$ cat src/rtl/processador_n.sv
// processador_n: accumulator CPU with a five-state multicycle control path, a synchronous
// program ROM port, a synchronous data RAM port and simple switch/display style I/O.
module processador_n #(
    parameter int DW   = 8,
    parameter int NREG = 4,
    parameter int PAW  = 8,
    parameter int DAW  = 8
) (
    input  logic           clk,
    input  logic           rst,
    input  logic           en,
    output logic [PAW-1:0] prog_addr,
    input  logic [15:0]    prog_data,
    output logic [DAW-1:0] mem_addr,
    output logic [DW-1:0]  mem_wdata,
    output logic           mem_we,
    input  logic [DW-1:0]  mem_rdata,
    input  logic [DW-1:0]  stdin,
    output logic [DW-1:0]  stdout,
    output logic [DW-1:0]  acc_out,
    output logic [PAW-1:0] pc_out,
    output logic           flag_c,
    output logic           flag_z,
    output logic           halted
);

    typedef enum logic [2:0] {
        ST_FETCH  = 3'd0,
        ST_DECODE = 3'd1,
        ST_EXEC   = 3'd2,
        ST_MEM_R  = 3'd3,
        ST_HALT   = 3'd4
    } state_t;

    typedef enum logic [3:0] {
        OP_NOP   = 4'd0,
        OP_ADD   = 4'd1,
        OP_SUB   = 4'd2,
        OP_AND   = 4'd3,
        OP_OR    = 4'd4,
        OP_NOT   = 4'd5,
        OP_XOR   = 4'd6,
        OP_CLEAR = 4'd7,
        OP_MOVE  = 4'd8,
        OP_LOAD  = 4'd9,
        OP_STORE = 4'd10,
        OP_PRINT = 4'd11,
        OP_JMP   = 4'd12,
        OP_JZ    = 4'd13,
        OP_IN    = 4'd14,
        OP_HALT  = 4'd15
    } opcode_t;

    // Widened add/subtract: the top bit is the carry-out or the unsigned borrow.
    function automatic logic [DW:0] add_wide(input logic [DW-1:0] a, input logic [DW-1:0] b);
        return {1'b0, a} + {1'b0, b};
    endfunction

    function automatic logic [DW:0] sub_wide(input logic [DW-1:0] a, input logic [DW-1:0] b);
        return {1'b0, a} - {1'b0, b};
    endfunction

    state_t         state_r;
    state_t         state_nxt_s;
    logic [PAW-1:0] pc_r;
    logic [PAW-1:0] pc_nxt_s;
    logic [PAW-1:0] jmp_tgt_s;
    logic [DW-1:0]  acc_r;
    logic [DW-1:0]  regs_r [NREG];
    logic [15:0]    ir_r;
    logic [DW-1:0]  stdout_r;
    logic           flag_c_r;
    logic           flag_z_r;
    logic           halted_r;

    opcode_t        op_s;
    logic [3:0]     ridx_s;
    logic [DW-1:0]  imm_s;
    logic [DW-1:0]  reg_rd_s;
    logic [DW-1:0]  alu_src_s;
    logic [DW-1:0]  data_src_s;
    logic [DW:0]    alu_res_s;
    logic           is_alu_s;
    logic           exec_s;
    logic           dest_we_s;
    logic [DW-1:0]  dest_val_s;

    assign op_s      = opcode_t'(ir_r[15:12]);
    assign ridx_s    = ir_r[11:8];
    assign imm_s     = DW'(ir_r[7:0]);
    assign jmp_tgt_s = PAW'(ir_r[7:0]);
    assign exec_s    = (state_r == ST_EXEC);
    assign is_alu_s  = (op_s inside {OP_ADD, OP_SUB, OP_AND, OP_OR, OP_NOT, OP_XOR});

    // Register file read port; indices above NREG read as zero.
    always_comb begin
        reg_rd_s = {DW{1'b0}};
        for (int i = 0; i < NREG; i++) begin
            reg_rd_s = (ridx_s == 4'(i + 1)) ? regs_r[i] : reg_rd_s;
        end
    end

    // Index 0 means the immediate for ALU sources, but the accumulator for STORE/PRINT.
    assign alu_src_s  = (ridx_s == 4'd0) ? imm_s : reg_rd_s;
    assign data_src_s = (ridx_s == 4'd0) ? acc_r : reg_rd_s;

    // ALU result with carry/borrow in the extra top bit.
    always_comb begin
        alu_res_s = {(DW + 1){1'b0}};
        case (op_s)
            OP_ADD:  alu_res_s = add_wide(acc_r, alu_src_s);
            OP_SUB:  alu_res_s = sub_wide(acc_r, alu_src_s);
            OP_AND:  alu_res_s = {1'b0, acc_r & alu_src_s};
            OP_OR:   alu_res_s = {1'b0, acc_r | alu_src_s};
            OP_NOT:  alu_res_s = {1'b0, ~alu_src_s};
            OP_XOR:  alu_res_s = {1'b0, acc_r ^ alu_src_s};
            default: alu_res_s = {(DW + 1){1'b0}};
        endcase
    end

    // Destination write selection for CLEAR/MOVE/IN in EXEC and for LOAD completion.
    always_comb begin
        dest_we_s  = 1'b0;
        dest_val_s = {DW{1'b0}};
        if (exec_s) begin
            case (op_s)
                OP_CLEAR: begin
                    dest_we_s  = 1'b1;
                    dest_val_s = {DW{1'b0}};
                end
                OP_MOVE: begin
                    dest_we_s  = 1'b1;
                    dest_val_s = imm_s;
                end
                OP_IN: begin
                    dest_we_s  = 1'b1;
                    dest_val_s = stdin;
                end
                default: begin
                    dest_we_s  = 1'b0;
                    dest_val_s = {DW{1'b0}};
                end
            endcase
        end else if (state_r == ST_MEM_R) begin
            dest_we_s  = 1'b1;
            dest_val_s = mem_rdata;
        end else begin
            dest_we_s  = 1'b0;
            dest_val_s = {DW{1'b0}};
        end
    end

    // Program counter successor for the instruction in EXEC.
    always_comb begin
        pc_nxt_s = pc_r + PAW'(1'b1);
        case (op_s)
            OP_JMP:  pc_nxt_s = jmp_tgt_s;
            OP_JZ:   pc_nxt_s = flag_z_r ? jmp_tgt_s : (pc_r + PAW'(1'b1));
            OP_HALT: pc_nxt_s = pc_r;
            default: pc_nxt_s = pc_r + PAW'(1'b1);
        endcase
    end

    // Control FSM next state; en only gates the exit from FETCH.
    always_comb begin
        state_nxt_s = state_r;
        case (state_r)
            ST_FETCH:  state_nxt_s = en ? ST_DECODE : ST_FETCH;
            ST_DECODE: state_nxt_s = ST_EXEC;
            ST_EXEC: begin
                if (op_s == OP_LOAD) begin
                    state_nxt_s = ST_MEM_R;
                end else if (op_s == OP_HALT) begin
                    state_nxt_s = ST_HALT;
                end else begin
                    state_nxt_s = ST_FETCH;
                end
            end
            ST_MEM_R:  state_nxt_s = ST_FETCH;
            ST_HALT:   state_nxt_s = ST_HALT;
            default:   state_nxt_s = ST_FETCH;
        endcase
    end

    // Control FSM state register.
    always_ff @(posedge clk or negedge rst) begin
        if (!rst) begin
            state_r <= ST_FETCH;
        end else begin
            state_r <= state_nxt_s;
        end
    end

    // Instruction register and program counter.
    always_ff @(posedge clk or negedge rst) begin
        if (!rst) begin
            ir_r <= 16'h0000;
            pc_r <= {PAW{1'b0}};
        end else begin
            if (state_r == ST_DECODE) begin
                ir_r <= prog_data;
            end
            if (exec_s) begin
                pc_r <= pc_nxt_s;
            end
        end
    end

    // Accumulator and flags; only ALU opcodes touch the flags.
    always_ff @(posedge clk or negedge rst) begin
        if (!rst) begin
            acc_r    <= {DW{1'b0}};
            flag_c_r <= 1'b0;
            flag_z_r <= 1'b0;
        end else begin
            if (exec_s && is_alu_s) begin
                acc_r    <= alu_res_s[DW-1:0];
                flag_c_r <= alu_res_s[DW];
                flag_z_r <= (alu_res_s[DW-1:0] == {DW{1'b0}});
            end else if (dest_we_s && (ridx_s == 4'd0)) begin
                acc_r <= dest_val_s;
            end
        end
    end

    // General registers; writes to indices above NREG fall through untouched.
    always_ff @(posedge clk or negedge rst) begin
        if (!rst) begin
            for (int i = 0; i < NREG; i++) begin
                regs_r[i] <= {DW{1'b0}};
            end
        end else begin
            for (int i = 0; i < NREG; i++) begin
                if (dest_we_s && (ridx_s == 4'(i + 1))) begin
                    regs_r[i] <= dest_val_s;
                end
            end
        end
    end

    // Display latch and halt indicator.
    always_ff @(posedge clk or negedge rst) begin
        if (!rst) begin
            stdout_r <= {DW{1'b0}};
            halted_r <= 1'b0;
        end else begin
            if (exec_s && (op_s == OP_PRINT)) begin
                stdout_r <= data_src_s;
            end
            if (exec_s && (op_s == OP_HALT)) begin
                halted_r <= 1'b1;
            end
        end
    end

    // Data RAM port, decoded from the state so reset clears it immediately.
    always_comb begin
        mem_addr  = {DAW{1'b0}};
        mem_wdata = {DW{1'b0}};
        mem_we    = 1'b0;
        if (exec_s && (op_s == OP_STORE)) begin
            mem_addr  = DAW'(ir_r[7:0]);
            mem_wdata = data_src_s;
            mem_we    = 1'b1;
        end else if ((exec_s || (state_r == ST_MEM_R)) && (op_s == OP_LOAD)) begin
            mem_addr  = DAW'(ir_r[7:0]);
            mem_wdata = {DW{1'b0}};
            mem_we    = 1'b0;
        end else begin
            mem_addr  = {DAW{1'b0}};
            mem_wdata = {DW{1'b0}};
            mem_we    = 1'b0;
        end
    end

    assign prog_addr = pc_r;
    assign pc_out    = pc_r;
    assign acc_out   = acc_r;
    assign stdout    = stdout_r;
    assign flag_c    = flag_c_r;
    assign flag_z    = flag_z_r;
    assign halted    = halted_r;

endmodule

$ cat config.mk
export PLATFORM = sky130hd
export DESIGN_NAME = processador_n
export DESIGN_NICKNAME = d
export VERILOG_FILES = /design/src/rtl/processador_n.sv
export SDC_FILE = /design/constraint.sdc
export NUM_CORES = 1
export LEC_CHECK = 0
export CAP_MARGIN = 20
export CORE_MARGIN = 2
export CORE_UTILIZATION = 32
export DETAILED_ROUTE_END_ITERATION = 10
export MAX_ROUTING_LAYER = met4
export RECOVER_POWER = 50
export SLEW_MARGIN = 20
export SYNTH_ARGS = -nofsm -noshare
export SYNTH_HDL_FRONTEND = slang
export SYNTH_SLANG_ARGS = --single-unit
$ cat constraint.sdc
create_clock -name clk -period 10.5 [get_ports clk]
set_input_delay 2.1 -clock clk [delete_from_list [all_inputs] [get_ports clk]]
set_output_delay 2.1 -clock clk [all_outputs]
set_load 0.05 [all_outputs]
Yosys cells after proc, flatten, opt, wreduce, memory -nomap -nowiden. Index checks and enable logic that the tools add are counted.

Word-level logic and storage cells: 86. Bits of input ports: 35. Output and inout port bits: 52. Register bits: 78.

Muxes and demuxes: 25. Add/subtract/negate cells: 3. Reductions and logical operators: 18. Equality and inequality tests: 23. Bitwise operators: 5.

Operators with widths (count): $mux 8 (14); $pmux 9 s6 (1); $eq 4x4->1 const B (8); $pmux 8 s3 (1); $eq 4x3->1 const B (5); $eq 4x2->1 const B (4); $pmux 8 s2 (1); $pmux 3 s4 (1); $logic_and 1x1->1 (10); $add 8x8->9 (1); $sub 8x8->9 (1); $add 8x1->8 const B (1); $and 8x8->8 (1); $eq 4x1->1 const B (2); $logic_not 8->1 (1); $not 8->8 (1); $or 8x8->8 (1); $xor 8x8->8 (1); $eq 3x2->1 const B (2); $mux 3 (2); $reduce_bool 6->1 (1); $mux 1 (5); $logic_not 4->1 (1); $eq 3x1->1 const B (1); other kinds (7) (7).

Depth between registers and ports, before layout. Gate-level depths: netlist of the first run.

Depth in word-level cells: 9. Mapped depth: 18. Depth with buffers taken out: 16.

Worst setup path after synthesis of the first run. No wires, ideal clock.

Kind: register -> output. Start point: register ir_r[10]. End point: output mem_wdata[1]. Stages on the path, launching flop included: 8. Arrival time: 2.082 ns. Buffers on the path: 2. Path slack: 6.318 ns. Required time: 8.400 ns. Cell sequence: dfrtp_1 -> buf_6 -> or2_1 -> buf_2 -> nor4_4 -> a21oi_1 -> a21boi_0 -> nor2_1.

Longest elaborated chain between the ends: 7. Elaborated cells on any way between the ends: 11. Classes of those cells: eq/ne (4); mux (6); reduce/logical (1).

RTL lines: start: declaration (line 70) `logic [15:0] ir_r;`; start signal: assignment (line 201) `ir_r <= prog_data;`; $eq 4x1->1 (line 99) `reg_rd_s = (ridx_s == 4'(i + 1)) ? regs_r[i] : reg_rd_s;`; $mux 8 (4 in series) (line 99); $mux 8 (*) (line 105) `assign data_src_s = (ridx_s == 4'd0) ? acc_r : reg_rd_s;`; $mux 8 (*) (line 261) `if (exec_s && (op_s == OP_STORE)) begin`; end: declaration (line 15) `output logic [DW-1:0] mem_wdata,`.

Every way passes the cells marked *; elsewhere a longest branch is shown, timed or not.

==> results.cfg, run 1 <==
[power]
total_power_mw = 2.28
internal-power_mw = 1.15
peakVddDrop_uv = 135
pwr-share-clk_pct = 14.6
pwr-share-seq_pct = 26.2
combPwrFrac_pct = 59.1
p_leak_nw = 2.70
power.density_nw_per_um2 = 348
switching_share_pct = 49.5
power.switching_mw = 1.13

[critical_path]
path_max_fanout = 78
reg2reg_setup_slack_ns = 5.53
worstSetupPathType = in -> async
cp-startpoint = rst
crit_buf_inv = 1
crit_family = buffers and inverters
critPathRequiredTime_ns = 9.95
arrival_ns = 5.07
cp-start-kind = primary input
setup.worst_path.end_class = async pin
rr_startpoint = ir_r[8]
critPathMaxStageDelay_ns = 2.91
worstPathCellList = clkbuf_1
slowest_stage = clkbuf_1

[global_routing]
grt_max_degree = 79
grt-ovfl-total = 0
grt_usage_pct = 18.7
antenna_found_initial = 0
grt_pass1_wl_um = 25000
grt_pass1_vias = 4494

[logic_synthesis]
synthCells = 549
yosys.area.top_type_share_pct = 36.7
synth_top_area_cell = dfrtp_1
synth.distinct_cells = 78
avgSynthCellArea_um2 = 9.70
synth_area_leaders = dfrtp_1 (37%), mux2_2 (8.7%), ha_1 (6.1%)
yosys_warnings = 0
ys_ff_latch = 78
synth_nets = 611
synth-main-ff-cell = dfrtp_1
ys_async_sr_fraction_pct = 100
synth_edf_count = 0
yosysSeqAreaShare_pct = 36.7
synth_area_um2 = 5320

[routing]
via_count = 4484
wl_um = 15600
viasPerCell = 5.33
first_pass_iters = 5
drtIter0Drc = 282
drc = 0
routedWlPerCell_um = 18.6
antenna_left = 0

[clock_network]
postCtsSetupBuffers = 0
h-tree-depth = 3
ctsHoldBuffers = 0
numCtsBuffers = 9
path_clk_slew_ns = 0.06
clk_path_buf_depth = 2
cts-root-buf = clkbuf_16
cts_tree = yes
cts.sinks = 78
insertion_delay_ns = 0.34
postCtsResizedCells = 0

[floorplanning]
die_height_um = 133
start_util_pct = 32.4
boundaryPins = 87
core_area_um2 = 16400
rows = 47
chipWidth_um = 133
die_area_um2 = 17700

[finish]
layout-drive-gt1-share_pct = 13.2
antenna-diode-count = 0
area_growth_pct = 23.1
nNetsFinal = 678
utilization_pct = 39.9
nFillCells = 1621

[sta]
fin_crit_sh_pct = 53.5
fin_skew_ns = 0.00730
fmax_mhz = 178
hold_viol = 0
drv_slew = 100
slew_headroom_pct = -182
setup_viol = 0
fin_crit_ns = 5.62
setup_tns_ns = 0
max_slew.worst_pin.slew_ns = 4.23
rsz0062_at_grt = no
worst_hold_slack_ns = 0.487

[worst_hold_path]
min_from = stdout[4]
min_path_type = reg -> reg

[job]
maxCapViolations = 2

[place]
dp_hpwl_um = 11900
io_buffers = 86
place_congestion = 0.943

[outcome]
status = complete, but fails checks
violations = capacitance limit, slew limit
[per-layer routing]
layer | up-vias | GRT usage [%] | wire (um)
met4 | 0 | 6.27 | 306
met3 | 21 | 2.72 | 436
met2 | 87 | 31.9 | 8210
met5 | - | - | 0
met1 | 2259 | 22.6 | 6680
li1 | 2117 | - | -
[cell usage after synthesis (10+ instances only)]
cell type  instances
a21oi_1           33
a22oi_1           20
and2_1            12
buf_4             10
clkbuf_1          15
dfrtp_1           78
ha_1              26
inv_1             21
mux2_2            41
nand2_1           38
nand2b_1          11
nor2_1            44
nor2b_1           11
o21ai_0           39
[power groups by stage]
stage	Combinational [mW]	Sequential, mW	Clock (mW)
after floorplan	0.954	0.630	0
after detailed placement	1.34	0.603	0
after global placement	1.32	0.599	0
after CTS	1.35	0.599	0.344
final	1.35	0.599	0.334
after global routing	1.45	0.621	0.358
[cell type report]
class	count	area, um^2	share of cell area (%)
Clock buffer	12	246	3.76
Timing Repair Buffer	89	873	13.3
Multi-Input combinational cell	414	3050	46.5
Sequential cell	78	1950	29.8
Tap cell	220	275	4.20
Clock inverter	4	70.1	1.07
Inverter	24	90.1	1.37
[path summary, 6_finish.rpt]
kind / endpoint / depth (start not counted)
worst min-delay path: stdout[4] / 2
worst max-delay path: regs_r[18] / 1
worst max register to register: acc_out[6] / 16
max in group clk: mem_wdata[1] / 6
worst min register to register: stdout[4] / 2
min in group asynchronous: ir_r[5] / 1
[cell families (layout without fill, tap and decap cells)]
group | Yosys count | after routing | share of synthesized area, %
flip-flops | 78 | 78 | 36.7
AND/OR/NAND/NOR | 171 | 171 | 18.6
adder cells (fa/ha/maj) | 27 | 27 | 6.49
XOR/XNOR | 12 | 12 | 1.97
multiplexers | 52 | 52 | 10.8
AO/OA/AOI/OAI | 152 | 152 | 19.9
buffers and inverters | 57 | 129 | 5.50
[per-stage QoR]
stage	cell area, um^2	cells	setup slack, ns
6_report	6550	841	4.88
5_1_grt	6550	841	3.96
4_1_cts	6600	841	5.16
3_5_place_dp	6290	825	5.54
3_3_place_gp	6280	824	5.64
2_1_floorplan	5320	549	6.32
[sequential cells by signal, summed over array words and instances, names as in the netlist]
register	cells
flag_z	1
flag_c	1
pc_out	8
regs_r	32
acc_out	8
state_r	3
stdout	8
ir_r	16
halted	1
[placed cells by master (no fill, tap or decap), drive strengths merged, types with 4 or more instances in the layout]
cell	count
a21o	5
a21oi	33
a221oi	4
a22o	8
a22oi	20
a31oi	6
and2	12
clkbuf	14
clkdlybuf4s50	80
dfrtp	78
dlygate4sd3	5
ha	26
inv	24
mux2	45
mux2i	7
nand2	38
nand2b	11
nand3	7
nand3b	5
nor2	48
nor2b	11
nor3	8
nor3b	7
o21ai	42
o22a	5
o22ai	7
or2	4
xnor2	8
xor2	4
(Power assumes the default switching activity.)
==> run 2, diff against run 1 <==
- clock period: 10.5 -> 4.55 ns (I/O delays scaled with it)
==> results.cfg, run 2 (synthesis results as in run 1) <==
[sta]
setup_tns_ns = 0
drv_slew = 100
setup_viol = 0
fin_crit_sh_pct = 91.6
fin_skew_ns = 0.00998
max_slew.worst_pin.slew_ns = 1.99
hold_viol = 0
rsz0062_at_grt = no
fmax_mhz = 240
worst_hold_slack_ns = 0.475
slew_headroom_pct = -32.5
fin_crit_ns = 4.17

[critical_path]
critPathRequiredTime_ns = 4.79
setup.worst_path.end_class = flop
arrival_ns = 4.40
slowest_stage = dfrtp_1
worstPathCellList = nor4b_4, nand2_1, a31oi_4, inv_1, ha_1, nor2_1, xnor2_1, ha_1, nor2b_1, o31ai_1, a21oi_1, xor2_1, a2111oi_2, a21oi_1, a221o_1
worst_r2r_path_depth = 15
path_max_fanout = 18
cp-start-kind = flop
crit_buf_inv = 1
crit_family = compound AO/OA/AOI/OAI gates
critPathMaxStageDelay_ns = 0.58
worstSetupPathType = reg -> reg
worst-path-stages = 15

[floorplanning]
rows = 47
chipWidth_um = 133
start_util_pct = 32.4
die_height_um = 133
core_area_um2 = 16400
boundaryPins = 87
die_area_um2 = 17700

[global_routing]
grt_max_degree = 79
grt_use_met1_pct = 23.3
busiest_layer = met2
antenna_found_initial = 0
met2_usage_pct = 31.8
grt_pass1_vias = 4500
grt_usage_pct = 19.2
grt-ovfl-total = 0
grtUsageMet3_pct = 3.10
grt_pass1_wl_um = 25300

[finish]
layout-drive-gt1-share_pct = 15.4
nNetsFinal = 689
final_cell_mix = clkdlybuf4s50_1 (85), dfrtp_1 (78), nor2_1 (44)
regArea_um2 = 1950
antenna-diode-count = 0
final_common_cell = clkdlybuf4s50_1
reg_top3 = regs_r: 32 flops, ir_r: 16 flops
nFillCells = 1571
multiInputGateArea_um2 = 3080
area_growth_pct = 24.8
top_register = regs_r
largest_reg_flops = 32

[routing]
via_count = 4525
wl_um = 16100
antenna_left = 0
drtIter0Drc = 331
viasPerCell = 5.32
first_pass_iters = 5
routedWlPerCell_um = 19.0
drc = 0

[outcome]
status = complete, but fails checks
violations = capacitance limit, slew limit

[place]
io_buffers = 86
dp_hpwl_um = 12300
place_congestion = 0.912

[clock_network]
cts_tree = yes
path_clk_slew_ns = 0.07
numCtsBuffers = 9
cts-root-buf = clkbuf_16
ctsHoldBuffers = 0
clk_path_buf_depth = 2
h-tree-depth = 3
cts.sinks = 78
insertion_delay_ns = 0.35

[power]
peakVddDrop_uv = 290
power.density_nw_per_um2 = 796
p_leak_nw = 2.75

[worst_hold_path]
min_path_type = reg -> reg
min_path_cells = 2

[job]
maxCapViolations = 2
## run 2: where the power goes
group | internal, mW | total, mW | switching [mW]
logic | 1.30 | 3.22 | 1.92
registers | 0.914 | 1.34 | 0.428
clock network | 0.435 | 0.732 | 0.297
total | 2.65 | 5.29 | 2.64
## run 2: final timing paths
| kind | startpoint | slack (ns) | endpoint |
|---|---|---|---|
| max in group asynchronous | rst | 2.26 | acc_out[3] |
| hold / removal | stdout[2] | 0.48 | stdout[2] |
| hold reg to reg | stdout[2] | 0.48 | stdout[2] |
| setup / recovery | ir_r[8] | 0.38 | acc_out[6] |
| setup reg to reg | ir_r[8] | 0.38 | acc_out[6] |
| min in group asynchronous | rst | 1.13 | ir_r[5] |
## run 2: worst reg2reg max path, delay by kind of cell (launching register included)
family	cells	cell delay, ns
compound gates	6	1.61
xor+xnor	2	0.32
fa+ha+maj	2	0.51
buf+inv	1	0.10
flops	1	0.58
simple gates	4	0.94
## run 2: cell type report
cell class / instances / area share, %
inverter: 24 / 1.36
multi-input combinational: 414 / 46.4
timing repair buffer: 100 / 14.3
tap: 220 / 4.14
clock buffer: 11 / 3.65
sequential: 78 / 29.4
clock inverter: 4 / 0.715
## run 2: repair_timing
item	4_1_cts	5_1_grt
setup endpoints to repair	0	2
buffers inserted	0	4
resized for setup	0	2
endpoints found under the hold margin	0	0
## run 2: metrics by stage
stage | worst slack, ns | power [mW] | util (%) | cells | cell area, um^2
floorplan | 0.786 | 3.66 | - | 549 | 5320
global placement | 0.439 | 4.47 | 38.6 | 832 | 6340
detailed placement | 0.162 | 4.52 | 38.6 | 832 | 6340
CTS | 0.148 | 5.28 | 40.4 | 847 | 6630
global route | 0.0438 | 5.66 | 40.5 | 851 | 6650
finish | 0.383 | 5.29 | 40.5 | 851 | 6650
## run 2: per-layer routing
metal	vias up	part of all wire (%)	wire [um]
met5	-	0	0
met1	2238	43	6910
met3	29	4.2	685
li1	2142	-	-
met2	116	51	8170
met4	0	2.3	366
==> run 3, diff against run 2 <==
- CAP_MARGIN: 20 -> default
- REMOVE_ABC_BUFFERS: default -> 1
==> results.cfg, run 3 (synthesis results as in run 1) <==
[outcome]
status = complete, but fails checks
violations = capacitance limit, slew limit

[clock_network]
clk_path_buf_depth = 2
postCtsResizedCells = 0
ctsHoldBuffers = 0
path_clk_slew_ns = 0.06
cts_tree = yes
numCtsBuffers = 9
h-tree-depth = 3
cts-root-buf = clkbuf_16
cts.sinks = 78
insertion_delay_ns = 0.35
postCtsSetupBuffers = 0

[finish]
reg_top3 = regs_r: 32 flops, ir_r: 16 flops
nNetsFinal = 685
area_growth_pct = 24.6
top_register = regs_r
utilization_pct = 40.4
stdcell_area_um2 = 6630
largest_reg_flops = 32
layout-drive-gt1-share_pct = 14.7
final_common_cell = clkdlybuf4s50_1
antenna-diode-count = 0
final_cell_mix = clkdlybuf4s50_1 (85), dfrtp_1 (78), nor2_1 (44)

[sta]
drv_slew = 100
fmax_mhz = 237
fin_crit_ns = 4.22
max_slew.worst_pin.slew_ns = 2.13
hold_viol = 0
worst_hold_slack_ns = 0.483
slew_headroom_pct = -43.4
fin_crit_sh_pct = 92.7
setup_tns_ns = 0
fin_skew_ns = 0.00817
setup_viol = 0
rsz0062_at_grt = no

[floorplanning]
start_util_pct = 32.4
rows = 47
boundaryPins = 87
die_height_um = 133
die_area_um2 = 17700
core_area_um2 = 16400
chipWidth_um = 133

[place]
place_congestion = 0.953
dpl-instance-area_um2 = 6330
io_buffers = 86
dp_hpwl_um = 12800

[worst_hold_path]
worstHoldEndpoint = halted
min_path_cells = 1
min_from = halted
min_path_type = reg -> reg

[power]
peakVddDrop_uv = 270
p_leak_nw = 2.74
power.density_nw_per_um2 = 802

[global_routing]
antenna_found_initial = 0
grt_pass1_wl_um = 26000
grt_usage_pct = 19.9
grt_max_degree = 79
grt_pass1_vias = 4605
grt-ovfl-total = 0

[critical_path]
worst_r2r_path_depth = 17
worstSetupPathType = reg -> out
setup.worst_path.end_class = output port
slowest_stage = clkdlybuf4s50_1
critPathMaxStageDelay_ns = 0.85
timing.rr.end = acc_out[6]
critPathRequiredTime_ns = 3.64
worstPathCellList = clkbuf_1, nand2b_1, nor3b_1, nand2_1, nor2_1, clkdlybuf4s50_1
path_max_fanout = 16
arrival_ns = 3.31
reg2reg_setup_slack_ns = 0.38
cp-start-kind = flop
crit_family = simple AND/OR/NAND/NOR gates
crit_buf_inv = 2
rr_startpoint = ir_r[8]

[routing]
viasPerCell = 5.40
wl_um = 16800
antenna_left = 0
first_pass_iters = 5
drc = 0
drtIter0Drc = 416
routedWlPerCell_um = 19.9
via_count = 4567

[job]
maxCapViolations = 2
[run 3: cell count changes in the layout (fill, tap and decap cells not counted), sizes merged]
cell / before / now
buf: 12 / 8
clkinv: 2 / 1
clkbuf: 14 / 13
bufinv: 1 / 2
[run 3: metal layers]
| layer | share of wire (%) | track usage [%] | vias up | wire [um] |
|---|---|---|---|---|
| met1 | 41 | 23.5 | 2278 | 6950 |
| li1 | - | - | 2131 | - |
| met2 | 50 | 33.4 | 122 | 8470 |
| met5 | 0 | - | - | 0 |
| met4 | 3.6 | 8.60 | 0 | 611 |
| met3 | 4.7 | 3.33 | 36 | 796 |
[run 3: through the flow]
step	setup WS (ns)	std cells	power [mW]
2_1_floorplan	0.609	516	3.52
3_3_place_gp	0.456	831	4.45
3_5_place_dp	0.352	831	4.53
4_1_cts	0.340	845	5.32
5_1_grt	0.0561	846	5.66
6_report	0.334	846	5.31
[run 3: cell type report]
cell class	instances	area [um^2]
tap	220	275
inverter	24	90.1
clock inverter	4	72.6
clock buffer	10	239
sequential	78	1950
multi-input combinational	414	3080
timing repair buffer	96	923
fill	1615	9780
[run 3: worst register-to-register path: stages, from the launching register on]
cell and delay, ns:
dfrtp_1 0.68, buf_4 0.28, and2b_1 0.23, a221oi_2 0.10, a21oi_1 0.25, or2_4 0.19
inv_2 0.05, nor3_2 0.20, nor2_1 0.09, xnor2_1 0.14, ha_1 0.34, o21a_1 0.19
o31ai_1 0.09, a21oi_1 0.16, xor2_1 0.17, a2111oi_0 0.49, a21oi_1 0.13, a221o_1 0.27
[run 3: worst max path at each step]
stage	start	end	slack [ns]	cells past startpoint
2_1_floorplan	ir_r[8]	acc_out[6]	0.61	15
3_3_place_gp	ir_r[8]	acc_out[6]	0.46	15
3_5_place_dp	ir_r[8]	acc_out[6]	0.35	15
4_1_cts	ir_r[8]	acc_out[6]	0.34	15
5_1_grt	ir_r[9]	acc_out[6]	0.06	16
6_report	state_r[0]	mem_wdata[0]	0.33	6
[run 3: power breakdown]
part	total, mW	leakage [nW]	switching (mW)	internal [mW]
sequential	1.28	1.02	0.366	0.916
combinational	3.26	1.57	1.97	1.28
clock	0.777	0.150	0.289	0.488
